===== src/rtl/laa_responder_if.sv =====
// LAA bus between the core-side instruction decoder (master) and the accelerator responder (slave).
interface laa_responder_if #(
  parameter int NREG = 32,
  parameter int DW   = 32
);
  localparam int AW = $clog2(NREG);

  logic [1:0]    opcode;
  logic [AW-1:0] addr;
  logic [DW-1:0] datain;
  logic [DW-1:0] dataout;
  logic          dataout_valid;
  logic          busy;
  logic          done;
  logic          cmd_err;

  modport master (
    output opcode, addr, datain,
    input  dataout, dataout_valid, busy, done, cmd_err
  );

  modport slave (
    input  opcode, addr, datain,
    output dataout, dataout_valid, busy, done, cmd_err
  );
endinterface


===== src/rtl/laa_responder.sv =====
// LAA accelerator responder: register bank with READ/WRITE and a pipelined vector dot-product engine.
// Define LAA_ACC_HI_EN for a full-width product/accumulator with the high word written to reg NREG-2.
module laa_responder #(
  parameter int NREG = 32,
  parameter int DW   = 32,
  parameter int VLEN = 8
) (
  input  logic           clk,
  input  logic           rst,
  laa_responder_if.slave bus
);
  localparam int AW = $clog2(NREG);
`ifdef LAA_ACC_HI_EN
  localparam int PW = 2 * DW;
`else
  localparam int PW = DW;
`endif
  localparam logic [AW-1:0] RES_ADDR = AW'(NREG - 1);
  localparam logic [AW-1:0] LAST_IDX = AW'(VLEN - 1);

  if (2 * VLEN > NREG - 2) begin : g_bad_cfg
    $error("laa_responder: 2*VLEN must not exceed NREG-2");
  end

  typedef enum logic [1:0] {IDLE, MAC, DRAIN, WB} state_t;
  typedef enum logic [1:0] {OP_NONE, OP_READ, OP_WRITE, OP_MULTIPLY} op_t;

  logic [DW-1:0] regs [NREG];
  state_t        state;
  logic [AW-1:0] idx;
  logic [AW-1:0] b_idx;
  logic [PW-1:0] prod_q;
  logic          prod_valid;
  logic [PW-1:0] acc;
  op_t           op;

  assign op    = op_t'(bus.opcode);
  assign b_idx = AW'(VLEN) + idx;

  // NOTE: all state here is updated with non-blocking assignments so every
  // register samples the pre-edge values of the others, which the
  // multiply -> accumulate pipeline depends on.
  always_ff @(posedge clk or posedge rst) begin
    if (rst) begin
      // NOTE: the register bank is deliberately reset; the bank is small and
      // software relies on it reading zero after reset, including mid-MULTIPLY.
      for (int i = 0; i < NREG; i++) regs[i] <= '0;
      state             <= IDLE;
      idx               <= '0;
      prod_q            <= '0;
      prod_valid        <= 1'b0;
      acc               <= '0;
      bus.dataout       <= '0;
      bus.dataout_valid <= 1'b0;
      bus.busy          <= 1'b0;
      bus.done          <= 1'b0;
      bus.cmd_err       <= 1'b0;
    end else begin
      bus.dataout_valid <= 1'b0;
      bus.done          <= 1'b0;
      bus.cmd_err       <= 1'b0;
      prod_valid        <= 1'b0;

      // Second pipe stage: fold in whatever product the first stage produced.
      if (prod_valid) acc <= acc + prod_q;

      case (state)
        IDLE: begin
          case (op)
            OP_WRITE: regs[bus.addr] <= bus.datain;
            OP_READ: begin
              bus.dataout       <= regs[bus.addr];
              bus.dataout_valid <= 1'b1;
            end
            OP_MULTIPLY: begin
              state    <= MAC;
              bus.busy <= 1'b1;
              idx      <= '0;
              acc      <= '0;
            end
            default: ;
          endcase
        end
        MAC: begin
          prod_q     <= PW'(regs[idx]) * PW'(regs[b_idx]);
          prod_valid <= 1'b1;
          idx        <= idx + 1'b1;
          if (idx == LAST_IDX) state <= DRAIN;
        end
        DRAIN: state <= WB;
        WB: begin
          regs[RES_ADDR] <= acc[DW-1:0];
`ifdef LAA_ACC_HI_EN
          regs[AW'(NREG - 2)] <= acc[PW-1:DW];
`endif
          bus.done <= 1'b1;
          bus.busy <= 1'b0;
          state    <= IDLE;
        end
        default: state <= IDLE;
      endcase

      // Anything arriving outside IDLE is dropped and flagged.
      if (state != IDLE && op != OP_NONE) bus.cmd_err <= 1'b1;
    end
  end
endmodule


===== src/flat_wrapper.sv =====
// flat-port wrapper written by rule: the top's interface ports become plain ports
module laa_responder_flat 
#(
  parameter int NREG = 32,
  parameter int DW   = 32,
  parameter int VLEN = 8
)
  (clk, rst, bus_opcode, bus_addr, bus_datain, bus_dataout, bus_dataout_valid, bus_busy, bus_done, bus_cmd_err);
  laa_responder_if #(.NREG(NREG), .DW(DW)) bus_i ();
  input  logic clk;
  input  logic rst;
  input wire logic [$bits(bus_i.opcode)-1:0] bus_opcode;
  input wire logic [$bits(bus_i.addr)-1:0] bus_addr;
  input wire logic [$bits(bus_i.datain)-1:0] bus_datain;
  output wire logic [$bits(bus_i.dataout)-1:0] bus_dataout;
  output wire logic [$bits(bus_i.dataout_valid)-1:0] bus_dataout_valid;
  output wire logic [$bits(bus_i.busy)-1:0] bus_busy;
  output wire logic [$bits(bus_i.done)-1:0] bus_done;
  output wire logic [$bits(bus_i.cmd_err)-1:0] bus_cmd_err;
  assign bus_i.opcode = bus_opcode;
  assign bus_i.addr = bus_addr;
  assign bus_i.datain = bus_datain;
  assign bus_dataout = bus_i.dataout;
  assign bus_dataout_valid = bus_i.dataout_valid;
  assign bus_busy = bus_i.busy;
  assign bus_done = bus_i.done;
  assign bus_cmd_err = bus_i.cmd_err;
  laa_responder #(.NREG(NREG), .DW(DW), .VLEN(VLEN)) u_core (.clk(clk), .rst(rst), .bus(bus_i));
endmodule

===== config.mk =====
export PLATFORM = sky130hd
export DESIGN_NAME = laa_responder_flat
export DESIGN_NICKNAME = d
export VERILOG_FILES = /design/src/rtl/laa_responder_if.sv /design/src/rtl/laa_responder.sv /design/src/flat_wrapper.sv
export SDC_FILE = /design/constraint.sdc
export NUM_CORES = 2
export LEC_CHECK = 0
export BUFFER_PORTS_ARGS = -buffer_cell sky130_fd_sc_hd__buf_4
export CORE_AREA = 10 10 426 428
export DETAILED_ROUTE_END_ITERATION = 12
export DIE_AREA = 0 0 436 438
export SYNTH_ARGS = -nofsm -noshare
export SYNTH_HDL_FRONTEND = slang
export SYNTH_SLANG_ARGS = --single-unit

===== constraint.sdc =====
create_clock -name clk -period 53 [get_ports clk]
set_clock_uncertainty 0.1 [all_clocks]
set_input_delay 10.6 -clock clk [delete_from_list [all_inputs] [get_ports clk]]
set_output_delay 10.6 -clock clk [all_outputs]
set_load 0.005 [all_outputs]

==> flow_metrics.tcl <==
set metrics [dict create \
    total_power_w 0.00449 \
    critPathLaunchType "input pin" \
    hold_violations 0 \
    peakVddDrop_mv 0.0717 \
    drt-initial-drc-count 5343 \
    leakage_nw 38.4 \
    holdBufCountCts 0 \
    io_pins 77 \
    rows 153 \
    syn_area_per_cell_um2 12.6 \
    grt_overflow 0 \
    fin_nets 6568 \
    synth_nets 6717 \
    routed-via-count 52200 \
    slew_violations 0 \
    power_density_mw_per_mm2 53.5 \
    dp_slack_ps 38000 \
    worstSetupEndpointType "async pin" \
    avgRoutedWirePerCell_um 30.1 \
    layout_setup_ws_ps 38940 \
    finalSetupViolations 0 \
    worstPathMaxFanout 196 \
    hold_class "flip-flop to flip-flop" \
    synth.ff_latch_count 1132 \
    antenna_found_initial 11 \
    chipWidth_um 436 \
    drc 0 \
    synth_area_mm2 0.0772 \
    ctsResizeCount 0 \
    vias_per_cell 6.22 \
    max_stage_delay_ps 840 \
    cts_setup_buffers 0 \
    tns_ps 0 \
    grt_max_degree 197 \
    crit_buf_inv 6 \
    globalplace.congestion 0.861 \
    ys_seq_area_share_pct 36.7 \
    path_cells "buf_4, inv_8, buf_4, buf_4, buf_4, buf_12" \
    clock.fmax_mhz 71.1 \
    cts_tree "built" \
    crit_required_ps 53610 \
    layout_min_cycle_time_ps 14060 \
    grt_setup_unrepaired "no" \
    reg2reg_slack_ps 40970 \
    syn_to_final_growth_pct 8.51 \
    critPathTopFamily "buffers and inverters" \
    ys_warn_count 0 \
    worstPathArrival_ps 14660 \
    clock-root-buffer "clkbuf_16" \
    clk_latency_ps 760 \
    yosysUniqueCellTypes 79 \
    clkTransAtPathRegs_ps 60 \
    dp_hpwl_um 160000 \
    drive_gt1_share_pct 33.8 \
    initial_core_util_pct 44.6 \
    fin_crit_sh_pct 26.5 \
    io_buffers 76 \
    grt_usage_pct 26.1 \
    crit_slowest_cell "buf_4" \
    grt_first_pass_wirelength_um 373000 \
    cts_sinks 1132 \
    clockBufferDepth 3 \
    tightest_slew_ps 1260 \
    reg2reg_depth 32 \
    ys.flop_type "dfrtp_1" \
    dr.pass1.iters 5 \
    relSlewSlack_pct 13.8 \
    die_area_mm2 0.191 \
    path_depth 6 \
    criticalPathCategory "input pin to async pin" \
    grt_pass1_vias 53700 \
    maxCapViolations 0 \
    ant_nets 0 \
    holdPathStages 2 \
    cts_max_level 3 \
    cts_buffers 118 \
    synth_async_sr_flop_share_pct 100 \
    synth-edff-count 0 \
    postRouteWirelength_um 253000 \
    crit_top_cell "buf_4" \
    die_height_um 438 \
    status "complete, no violations" \
    syn_inst 6108 \
    core_area_mm2 0.173 \
]
[cells in the final DEF, fill, tap and decap left out, types with 8 or more instances in the layout]
| master | Yosys | final |
|---|---|---|
| ha_1 | 159 | 157 |
| nor2_4 | 0 | 20 |
| o21ai_1 | 21 | 21 |
| a211oi_1 | 9 | 8 |
| or2_2 | 22 | 22 |
| clkbuf_16 | 0 | 120 |
| o21bai_1 | 13 | 13 |
| o21ai_0 | 122 | 118 |
| xor2_1 | 14 | 14 |
| nand2_2 | 0 | 9 |
| o22ai_1 | 28 | 28 |
| mux4_1 | 47 | 47 |
| clkbuf_1 | 336 | 25 |
| xnor2_1 | 83 | 83 |
| nand2_1 | 308 | 299 |
| nor2b_1 | 74 | 69 |
| nor2_1 | 340 | 317 |
| a31oi_1 | 10 | 10 |
| a22oi_1 | 87 | 87 |
| buf_4 | 14 | 218 |
| a221oi_1 | 25 | 25 |
| nand3_1 | 19 | 19 |
| nor2_2 | 6 | 9 |
| fa_1 | 409 | 409 |
| mux2_2 | 1085 | 1085 |
| a21oi_1 | 163 | 159 |
| nor3_1 | 18 | 12 |
| dfrtp_1 | 1132 | 1126 |
| nand2b_1 | 93 | 93 |
| a21o_1 | 28 | 28 |
| clkinv_2 | 0 | 24 |
| diode_2 | 0 | 8 |
| a22o_1 | 21 | 21 |
| inv_1 | 475 | 474 |
| and2_1 | 69 | 68 |
| mux2i_1 | 207 | 204 |
| clkbuf_8 | 0 | 33 |
| mux4_2 | 433 | 433 |
[worst paths after layout]
path | from | endpoint
worst max-delay path | rst | u_core.regs[989]
worst min-delay path | u_core.bus.dataout[9] | u_core.bus.dataout[9]
worst max register to register | u_core.idx[1] | u_core.prod_q[31]
worst min register to register | u_core.bus.dataout[9] | u_core.bus.dataout[9]
max in group clk | bus_addr[1] | u_core.bus.dataout[14]
min in group asynchronous | rst | u_core.regs[231]
[layer usage]
| metal | vias to the layer above | track usage, % | part of all wire, % |
|---|---|---|---|
| met1 | 28000 | 35.4 | 41 |
| met3 | 510 | 5.02 | 8.5 |
| met2 | 2383 | 41.2 | 46 |
| met4 | 8 | 10.8 | 4.5 |
| met5 | - | 0 | 0.023 |
| li1 | 21300 | - | - |
[report_power, final]
group / leakage [nW] / internal, W / total, W / switching, W
sequential: 15.3 / 0.00104 / 0.00120 / 0.000167
combinational: 21.1 / 0.00103 / 0.00243 / 0.00139
clock: 1.96 / 0.000490 / 0.000857 / 0.000367
total: 38.4 / 0.00256 / 0.00449 / 0.00193
[cell families after synthesis]
family / synth area share (%)
fa+ha+maj: 13.2
compound gates: 4.73
xor+xnor: 1.30
simple gates: 5.74
buf+inv: 5.45
flops: 36.7
mux: 32.9
[cells in the mapped netlist (15+ instances only)]
| library cell | count | area, um^2 |
|---|---|---|
| a22oi_1 | 87 | 653 |
| mux4_1 | 47 | 1230 |
| buf_6 | 15 | 169 |
| a221oi_1 | 25 | 219 |
| buf_1 | 69 | 259 |
| buf_2 | 33 | 165 |
| a21oi_1 | 163 | 816 |
| mux4_2 | 433 | 9750 |
| inv_1 | 475 | 1780 |
| nand2b_1 | 93 | 582 |
| nand3_1 | 19 | 95.1 |
| mux2_2 | 1085 | 12200 |
| xnor2_1 | 83 | 727 |
| buf_12 | 18 | 360 |
| o21ai_1 | 21 | 105 |
| a22o_1 | 21 | 184 |
| and2_1 | 69 | 432 |
| clkbuf_1 | 336 | 1260 |
| ha_1 | 159 | 1990 |
| fa_1 | 409 | 8190 |
| mux2i_1 | 207 | 2070 |
| o21ai_0 | 122 | 611 |
| o22ai_1 | 28 | 175 |
| dfrtp_1 | 1132 | 28300 |
| nor3_1 | 18 | 90.1 |
| nor2b_1 | 74 | 463 |
| nand2_1 | 308 | 1160 |
| or2_2 | 22 | 138 |
| nor2_1 | 340 | 1280 |
| a21o_1 | 28 | 210 |
[through the flow]
| stage | std cells | area (um^2) | util (%) | hold WS (ps) |
|---|---|---|---|---|
| global route | 8387 | 83800 | 48.4 | 423 |
| floorplan | 6108 | 77200 | - | 373 |
| global placement | 8164 | 79900 | 46.1 | 369 |
| CTS | 8383 | 83800 | 48.4 | 394 |
| finish | 8391 | 83800 | 48.4 | 389 |
| detailed placement | 8164 | 79900 | 46.1 | 381 |
[flip-flops by register name, summed over array words and instances (netlist names)]
| register | flops |
|---|---|
| u_core.bus.done | 1 |
| u_core.regs | 1024 |
| u_core.acc | 32 |
| u_core.prod_valid | 1 |
| u_core.idx | 5 |
| u_core.bus.dataout_valid | 1 |
| u_core.prod_q | 32 |
| u_core.bus.busy | 1 |
| u_core.bus.dataout | 32 |
| u_core.bus.cmd_err | 1 |
| u_core.state | 2 |
[cell type report]
type	instances	area (um^2)
Multi-Input combinational cell	4003	45100
Clock buffer	178	3550
Timing Repair Buffer	223	1730
Antenna cell	8	20.0
Fill cell	15400	89200
Clock inverter	41	400
Inverter	481	1820
Sequential cell	1132	28300
Tap cell	2325	2910
[tightest hold or removal path: cells and delay by family, from the launching register on]
kind | cells | cell delay (ps)
and+or+nand+nor | 1 | 50
AOI/OAI and AO/OA | 1 | 60
DFF | 1 | 350
Note: power is estimated with default switching activity, not from simulation.
